<file path="src/rtl/mem_port_arbiter_if.sv">
// Bundle of every non-clock/reset signal of mem_port_arbiter.
//  slave  : the arbiter's view (requests and memory responses in, grants/responses and
//           the registered memory request out).
//  master : the surrounding environment's view (core ports plus memory model).
// Signal groups:
//  if_*   fetch port   : req/addr in, gnt/rvalid/rdata out
//  dm_*   data port    : req/we/be/addr/wdata in, gnt/rvalid/rdata out
//  mem_*  memory side  : req/we/be/addr/wdata out, gnt/rvalid/rdata in
//  busy_o              : arbiter not idle
interface mem_port_arbiter_if #(
   parameter int XLEN = 32
);
   logic                if_req_i;
   logic [XLEN-1:0]     if_addr_i;
   logic                if_gnt_o;
   logic                if_rvalid_o;
   logic [XLEN-1:0]     if_rdata_o;

   logic                dm_req_i;
   logic                dm_we_i;
   logic [XLEN/8-1:0]   dm_be_i;
   logic [XLEN-1:0]     dm_addr_i;
   logic [XLEN-1:0]     dm_wdata_i;
   logic                dm_gnt_o;
   logic                dm_rvalid_o;
   logic [XLEN-1:0]     dm_rdata_o;

   logic                mem_req_o;
   logic                mem_we_o;
   logic [XLEN/8-1:0]   mem_be_o;
   logic [XLEN-1:0]     mem_addr_o;
   logic [XLEN-1:0]     mem_wdata_o;
   logic                mem_gnt_i;
   logic                mem_rvalid_i;
   logic [XLEN-1:0]     mem_rdata_i;

   logic                busy_o;

   modport slave (
      input  if_req_i, if_addr_i,
      output if_gnt_o, if_rvalid_o, if_rdata_o,
      input  dm_req_i, dm_we_i, dm_be_i, dm_addr_i, dm_wdata_i,
      output dm_gnt_o, dm_rvalid_o, dm_rdata_o,
      output mem_req_o, mem_we_o, mem_be_o, mem_addr_o, mem_wdata_o,
      input  mem_gnt_i, mem_rvalid_i, mem_rdata_i,
      output busy_o
   );

   modport master (
      output if_req_i, if_addr_i,
      input  if_gnt_o, if_rvalid_o, if_rdata_o,
      output dm_req_i, dm_we_i, dm_be_i, dm_addr_i, dm_wdata_i,
      input  dm_gnt_o, dm_rvalid_o, dm_rdata_o,
      input  mem_req_o, mem_we_o, mem_be_o, mem_addr_o, mem_wdata_o,
      output mem_gnt_i, mem_rvalid_i, mem_rdata_i,
      input  busy_o
   );
endinterface

</file>
<file path="src/rtl/mem_port_arbiter.sv">
// mem_port_arbiter
//  Shares one single-port memory between the instruction-fetch port (IF) and the data
//  port (DM). One transaction outstanding at a time; DM has priority, but after
//  STARVE_LIMIT consecutive DM wins while IF was waiting, IF is forced to win.
//  The memory request/payload is registered, giving a cycle-exact memory trace.
// Ports:
//  clk  : clock, rising edge
//  rst  : asynchronous reset, active-high
//  bus  : mem_port_arbiter_if.slave (fetch port, data port, memory port, busy_o)
module mem_port_arbiter #(
   parameter int XLEN         = 32,
   parameter int STARVE_LIMIT = 4
) (
   input  logic                clk,
   input  logic                rst,
   mem_port_arbiter_if.slave   bus
);
   localparam int BEW = XLEN / 8;
   localparam int SW  = $clog2(STARVE_LIMIT + 1);
   localparam logic [SW-1:0] STARVE_MAX = SW'(STARVE_LIMIT);

   typedef enum logic [1:0] {ST_IDLE, ST_REQ, ST_RSP} state_t;

   state_t            state_q, state_d;
   logic              owner_q, owner_d;      // 0 = IF, 1 = DM
   logic [SW-1:0]     starve_q, starve_d;
   logic              mem_req_q, mem_req_d;
   logic              mem_we_q, mem_we_d;
   logic [BEW-1:0]    mem_be_q, mem_be_d;
   logic [XLEN-1:0]   mem_addr_q, mem_addr_d;
   logic [XLEN-1:0]   mem_wdata_q, mem_wdata_d;

   logic arb_en;
   logic win_dm;
   logic win_if;
   logic gnt_fire;
   logic rsp_fire;

   // DM wins any contest unless IF has been passed over STARVE_LIMIT times in a row.
   assign win_dm = bus.dm_req_i && (!bus.if_req_i || (starve_q != STARVE_MAX));
   assign win_if = bus.if_req_i && !win_dm;

   assign gnt_fire = (state_q == ST_REQ) && bus.mem_gnt_i;
   assign rsp_fire = (state_q == ST_RSP) && bus.mem_rvalid_i;

   always_comb begin
      state_d     = state_q;
      owner_d     = owner_q;
      starve_d    = starve_q;
      mem_req_d   = mem_req_q;
      mem_we_d    = mem_we_q;
      mem_be_d    = mem_be_q;
      mem_addr_d  = mem_addr_q;
      mem_wdata_d = mem_wdata_q;
      arb_en      = 1'b0;

      case (state_q)
         ST_IDLE: arb_en = 1'b1;
         ST_REQ: begin
            if (bus.mem_gnt_i) begin
               mem_req_d = 1'b0;
               state_d   = ST_RSP;
            end
         end
         ST_RSP: begin
            // Response closes the transaction; the same cycle may launch the next one.
            if (bus.mem_rvalid_i) begin
               arb_en  = 1'b1;
               state_d = ST_IDLE;
            end
         end
         default: state_d = ST_IDLE;
      endcase

      if (arb_en && (win_dm || win_if)) begin
         state_d   = ST_REQ;
         mem_req_d = 1'b1;
         owner_d   = win_dm;
         if (win_dm) begin
            mem_we_d    = bus.dm_we_i;
            mem_be_d    = bus.dm_be_i;
            mem_addr_d  = bus.dm_addr_i;
            mem_wdata_d = bus.dm_wdata_i;
            if (bus.if_req_i && (starve_q != STARVE_MAX)) begin
               starve_d = starve_q + 1'b1;
            end
         end else begin
            mem_we_d    = 1'b0;
            mem_be_d    = {BEW{1'b1}};
            mem_addr_d  = bus.if_addr_i;
            mem_wdata_d = '0;
            starve_d    = '0;
         end
      end
   end

   always_ff @(posedge clk or posedge rst) begin
      if (rst) begin
         state_q     <= ST_IDLE;
         owner_q     <= 1'b0;
         starve_q    <= '0;
         mem_req_q   <= 1'b0;
         mem_we_q    <= 1'b0;
         mem_be_q    <= '0;
         mem_addr_q  <= '0;
         mem_wdata_q <= '0;
      end else begin
         state_q     <= state_d;
         owner_q     <= owner_d;
         starve_q    <= starve_d;
         mem_req_q   <= mem_req_d;
         mem_we_q    <= mem_we_d;
         mem_be_q    <= mem_be_d;
         mem_addr_q  <= mem_addr_d;
         mem_wdata_q <= mem_wdata_d;
      end
   end

   assign bus.mem_req_o   = mem_req_q;
   assign bus.mem_we_o    = mem_we_q;
   assign bus.mem_be_o    = mem_be_q;
   assign bus.mem_addr_o  = mem_addr_q;
   assign bus.mem_wdata_o = mem_wdata_q;

   // Grant and response pulses are steered to whichever port owns the transaction.
   assign bus.if_gnt_o    = gnt_fire && !owner_q;
   assign bus.dm_gnt_o    = gnt_fire &&  owner_q;
   assign bus.if_rvalid_o = rsp_fire && !owner_q;
   assign bus.dm_rvalid_o = rsp_fire &&  owner_q;
   assign bus.if_rdata_o  = bus.mem_rdata_i;
   assign bus.dm_rdata_o  = bus.mem_rdata_i;

   assign bus.busy_o = (state_q != ST_IDLE);
endmodule

</file>
<file path="src/flat_wrapper.sv">
// flat-port wrapper written by rule: the top's interface ports become plain ports
module mem_port_arbiter_flat 
#(
   parameter int XLEN         = 32,
   parameter int STARVE_LIMIT = 4
)
  (clk, rst, bus_if_req_i, bus_if_addr_i, bus_if_gnt_o, bus_if_rvalid_o, bus_if_rdata_o, bus_dm_req_i, bus_dm_we_i, bus_dm_be_i, bus_dm_addr_i, bus_dm_wdata_i, bus_dm_gnt_o, bus_dm_rvalid_o, bus_dm_rdata_o, bus_mem_req_o, bus_mem_we_o, bus_mem_be_o, bus_mem_addr_o, bus_mem_wdata_o, bus_mem_gnt_i, bus_mem_rvalid_i, bus_mem_rdata_i, bus_busy_o);
  mem_port_arbiter_if #(.XLEN(XLEN)) bus_i ();
  input  logic clk;
  input  logic rst;
  input wire logic [$bits(bus_i.if_req_i)-1:0] bus_if_req_i;
  input wire logic [$bits(bus_i.if_addr_i)-1:0] bus_if_addr_i;
  output wire logic [$bits(bus_i.if_gnt_o)-1:0] bus_if_gnt_o;
  output wire logic [$bits(bus_i.if_rvalid_o)-1:0] bus_if_rvalid_o;
  output wire logic [$bits(bus_i.if_rdata_o)-1:0] bus_if_rdata_o;
  input wire logic [$bits(bus_i.dm_req_i)-1:0] bus_dm_req_i;
  input wire logic [$bits(bus_i.dm_we_i)-1:0] bus_dm_we_i;
  input wire logic [$bits(bus_i.dm_be_i)-1:0] bus_dm_be_i;
  input wire logic [$bits(bus_i.dm_addr_i)-1:0] bus_dm_addr_i;
  input wire logic [$bits(bus_i.dm_wdata_i)-1:0] bus_dm_wdata_i;
  output wire logic [$bits(bus_i.dm_gnt_o)-1:0] bus_dm_gnt_o;
  output wire logic [$bits(bus_i.dm_rvalid_o)-1:0] bus_dm_rvalid_o;
  output wire logic [$bits(bus_i.dm_rdata_o)-1:0] bus_dm_rdata_o;
  output wire logic [$bits(bus_i.mem_req_o)-1:0] bus_mem_req_o;
  output wire logic [$bits(bus_i.mem_we_o)-1:0] bus_mem_we_o;
  output wire logic [$bits(bus_i.mem_be_o)-1:0] bus_mem_be_o;
  output wire logic [$bits(bus_i.mem_addr_o)-1:0] bus_mem_addr_o;
  output wire logic [$bits(bus_i.mem_wdata_o)-1:0] bus_mem_wdata_o;
  input wire logic [$bits(bus_i.mem_gnt_i)-1:0] bus_mem_gnt_i;
  input wire logic [$bits(bus_i.mem_rvalid_i)-1:0] bus_mem_rvalid_i;
  input wire logic [$bits(bus_i.mem_rdata_i)-1:0] bus_mem_rdata_i;
  output wire logic [$bits(bus_i.busy_o)-1:0] bus_busy_o;
  assign bus_i.if_req_i = bus_if_req_i;
  assign bus_i.if_addr_i = bus_if_addr_i;
  assign bus_if_gnt_o = bus_i.if_gnt_o;
  assign bus_if_rvalid_o = bus_i.if_rvalid_o;
  assign bus_if_rdata_o = bus_i.if_rdata_o;
  assign bus_i.dm_req_i = bus_dm_req_i;
  assign bus_i.dm_we_i = bus_dm_we_i;
  assign bus_i.dm_be_i = bus_dm_be_i;
  assign bus_i.dm_addr_i = bus_dm_addr_i;
  assign bus_i.dm_wdata_i = bus_dm_wdata_i;
  assign bus_dm_gnt_o = bus_i.dm_gnt_o;
  assign bus_dm_rvalid_o = bus_i.dm_rvalid_o;
  assign bus_dm_rdata_o = bus_i.dm_rdata_o;
  assign bus_mem_req_o = bus_i.mem_req_o;
  assign bus_mem_we_o = bus_i.mem_we_o;
  assign bus_mem_be_o = bus_i.mem_be_o;
  assign bus_mem_addr_o = bus_i.mem_addr_o;
  assign bus_mem_wdata_o = bus_i.mem_wdata_o;
  assign bus_i.mem_gnt_i = bus_mem_gnt_i;
  assign bus_i.mem_rvalid_i = bus_mem_rvalid_i;
  assign bus_i.mem_rdata_i = bus_mem_rdata_i;
  assign bus_busy_o = bus_i.busy_o;
  mem_port_arbiter #(.XLEN(XLEN), .STARVE_LIMIT(STARVE_LIMIT)) u_core (.clk(clk), .rst(rst), .bus(bus_i));
endmodule
</file>
<file path="config.mk">
export PLATFORM = sky130hd
export DESIGN_NAME = mem_port_arbiter_flat
export DESIGN_NICKNAME = d
export VERILOG_FILES = /design/src/rtl/mem_port_arbiter_if.sv /design/src/rtl/mem_port_arbiter.sv /design/src/flat_wrapper.sv
export SDC_FILE = /design/constraint.sdc
export NUM_CORES = 1
export LEC_CHECK = 0
export BUFFER_PORTS_ARGS = -buffer_cell sky130_fd_sc_hd__buf_2
export CAP_MARGIN = 20
export CORE_MARGIN = 1.5
export CORE_UTILIZATION = 25
export DETAILED_ROUTE_END_ITERATION = 10
export SYNTH_ARGS = -nofsm -noshare
export SYNTH_HDL_FRONTEND = slang
export SYNTH_SLANG_ARGS = --single-unit
</file>
<file path="constraint.sdc">
create_clock -name clk -period 3.4 [get_ports clk]
set_input_delay 0.51 -clock clk [delete_from_list [all_inputs] [get_ports clk]]
set_output_delay 0.51 -clock clk [all_outputs]
set_load 0.02 [all_outputs]
</file>
==> impl_metrics.toml <==
[outcome]
status = "finished clean"

[setup_path]
crit_slowest_cell = "or3_2"
worstPathArrival_ps = 2300
cp_max_fo = 45
cp-start-kind = "flop"
crit_chain = "nor2b_4, or3_2, buf_4, a21oi_1, a21oi_1"
critical_path.most_common_cell = "a21oi_1"
reg2regPathDepth = 5
critPathMaxStageDelay_ps = 680
r2r-start = "u_core.state_q[1]"
cp_data_required_time_ps = 3610
regToRegEndpoint = "u_core.bus.mem_addr_o[3]"
endpoint_kind = "flop"
critPathKind = "flop to flop"
cp-startpoint = "u_core.state_q[1]"
ff2ff_setup_slack_ps = 1320

[global_routing]
first_global_vias = 2925
grt_pass1_wl_mm = 15.0
antenna_found_initial = 0
track_usage = 0.132
overflow = 0
grt_max_degree = 60

[finish]
fin_cells = 661
nNetsFinal = 619
area_growth_syn_to_layout_pct = 24.3
multiInputGateArea_mm2 = 0.00111
fin_util = 0.322
n_antenna_cell = 0
layout-drive-gt1-share = 0.430
fin_area_mm2 = 0.00450
regArea_mm2 = 0.00190
nFillCells = 1475

[sta]
worstMarginPinSlew_ps = 602
fin_tns_setup_ps = 0
finalHoldViolations = 0
fin_hold_ws_ps = 166
fin_crit_sh = 0.613
maxSlewViolCount = 0
setup_viol = 0
fin_skew_ps = 4.43
max_freq_mhz = 480
min_period_ps = 2080
rsz0062_at_grt = "no"
relSlewSlack = 0.598
fin_ws_ps = 1320

[clocking]
clkLatencyLatePin_ps = 330
cts_tree = "yes"
ctsHoldBuffers = 0
postCtsSetupBuffers = 0
cts.sinks = 76
cts_resized = 0
clk_pin_slew_worst_paths_ps = 60
cts_made_buffers = 9
htree_num_levels = 3
cts.path.max_buffers = 2
cts_root_buf = "clkbuf_16"

[yosys]
synth_cells = 365
synth_top_cell_by_area = "dfrtp_1"
synth-simple-area-share = 0.105
synthAdderAreaFrac = 0.00691
yosys_warnings = 0
yosysUniqueCellTypes = 26
yosys.area.top_type_share = 0.525
avgSynthCellArea_um2 = 9.92
yosysSeqAreaShare = 0.525
synth_area_leaders = "dfrtp_1 (53%), buf_4 (13%), a21oi_1 (8.8%), a22o_1 (8.2%), nand2_1 (3.9%)"
synth_mux_area_frac = 0.00311
synth_top_family_by_area = "compound AO/OA/AOI/OAI gates"
ys_seq_elements = 76
syn-num-nets = 506
synth_xor_area_frac = 0
syn_area_mm2 = 0.00362
synth_compound_area_frac = 0.188

[detailed_routing]
first_pass_iters = 4
wire_per_inst_um = 15.5
drtIter0Drc = 110
num_vias = 3027
viasPerCell = 4.58
detail-route-antenna-nets = 0
routed_wl_mm = 10.3
drc = 0

[floorplanning]
design.portCount = 278
core_region_area_mm2 = 0.0140
num_rows = 43
die_h_um = 123
die_w_um = 123
start_util = 0.259
dieArea_mm2 = 0.0152

[power]
totalPowerFinal_mw = 4.60
p_leak_nw = 2.29
peakVddDrop_mv = 0.337
power_density_mw_per_mm2 = 1020

[placement]
io_buffer_count = 181
place_hpwl_mm = 7.43
placement.cell_area_mm2 = 0.00421
pre_cts_slack_ps = 1200
dp_cells = 646
gp_congestion = 0.718

[min_path]
hp-class = "primary input to async pin"

[run]
drv_cap = 0
[worst max-delay path, delay by kind of cell (launching register included)]
family / cells / cell delay (ps)
AO/OA/AOI/OAI: 2 / 280
buffers and inverters: 1 / 390
flip-flops: 1 / 440
AND/OR/NAND/NOR: 2 / 860
[how the worst max path moves through the flow]
stage | to | slack (ps) | cells after the start
5_1_grt | u_core.bus.mem_addr_o[0] | 1180 | 5
2_1_floorplan | u_core.bus.mem_addr_o[0] | 950 | 1
3_3_place_gp | u_core.bus.mem_addr_o[8] | 1250 | 6
6_report | u_core.bus.mem_addr_o[3] | 1320 | 5
3_5_place_dp | u_core.bus.mem_addr_o[6] | 1200 | 6
4_1_cts | u_core.bus.mem_addr_o[6] | 1290 | 5
[cell usage in the layout (no fill, tap or decap)]
| cell type | n |
|---|---|
| and2_1 | 1 |
| ha_1 | 2 |
| clkbuf_1 | 2 |
| o21ai_0 | 2 |
| nand2_1 | 38 |
| nand2b_1 | 1 |
| buf_4 | 6 |
| nor2b_4 | 1 |
| a211o_1 | 1 |
| dfrtp_1 | 76 |
| inv_1 | 4 |
| nor2_1 | 36 |
| mux2_2 | 1 |
| bufinv_16 | 1 |
| or2_2 | 1 |
| o22a_1 | 4 |
| nand3_1 | 3 |
| a21oi_1 | 64 |
| clkinv_2 | 3 |
| nor3_4 | 2 |
| clkbuf_16 | 9 |
| nor3_1 | 4 |
| o31ai_1 | 1 |
| or3_2 | 1 |
| nand3b_1 | 1 |
| a22o_1 | 34 |
| buf_12 | 1 |
| buf_2 | 181 |
[report_power, final]
group,switching (mW),total [mW],internal [mW]
clock,0.349,0.907,0.558
combinational,1.31,2.05,0.746
sequential,0.282,1.64,1.36
[flip-flops by register name, indices dropped and copies added (netlist names)]
| register | count |
|---|---|
| u_core.starve_q | 3 |
| u_core.state_q | 2 |
| u_core.bus.mem_be_o | 4 |
| u_core.bus.mem_req_o | 1 |
| u_core.bus.mem_we_o | 1 |
| u_core.bus.mem_wdata_o | 32 |
| u_core.owner_q | 1 |
| u_core.bus.mem_addr_o | 32 |
[synth_stat cells, drive strengths merged]
library cell,instances
buf,80
dfrtp,76
a21oi,64
nand2,38
nor2,36
a22o,34
clkbuf,6
nor3,6
inv,5
o22a,4
nand3,3
ha,2
o21ai,2
a211o,1
and2,1
mux2,1
nand2b,1
nand3b,1
nor2b,1
o31ai,1
or2,1
or3,1
[cell families (layout without fill, tap and decap cells)]
logic type / count (synthesis) / after routing
AOI/OAI and AO/OA: 106 / 106
buffers and inverters: 91 / 207
and+or+nand+nor: 89 / 89
adders and majority gates: 2 / 2
DFF: 76 / 76
muxes: 1 / 1
[per-layer routing]
layer,wire [µm],GRT usage,part of all wire,vias to the layer above
li1,-,-,-,1403
met2,4830,0.217,0.47,146
met3,854,0.0341,0.083,47
met4,453,0.0884,0.044,0
met1,4140,0.152,0.40,1431
met5,0,0,0,-
[area by class of cell]
type | instances | share of cell area
clock buffers | 11 | 0.0517
clock inverters | 3 | 0.00890
inverters | 5 | 0.00445
multi-input cells | 198 | 0.246
flip-flops and latches | 76 | 0.423
well taps | 180 | 0.0501
repair buffers | 188 | 0.216
Note: power is estimated with default switching activity, not from simulation.
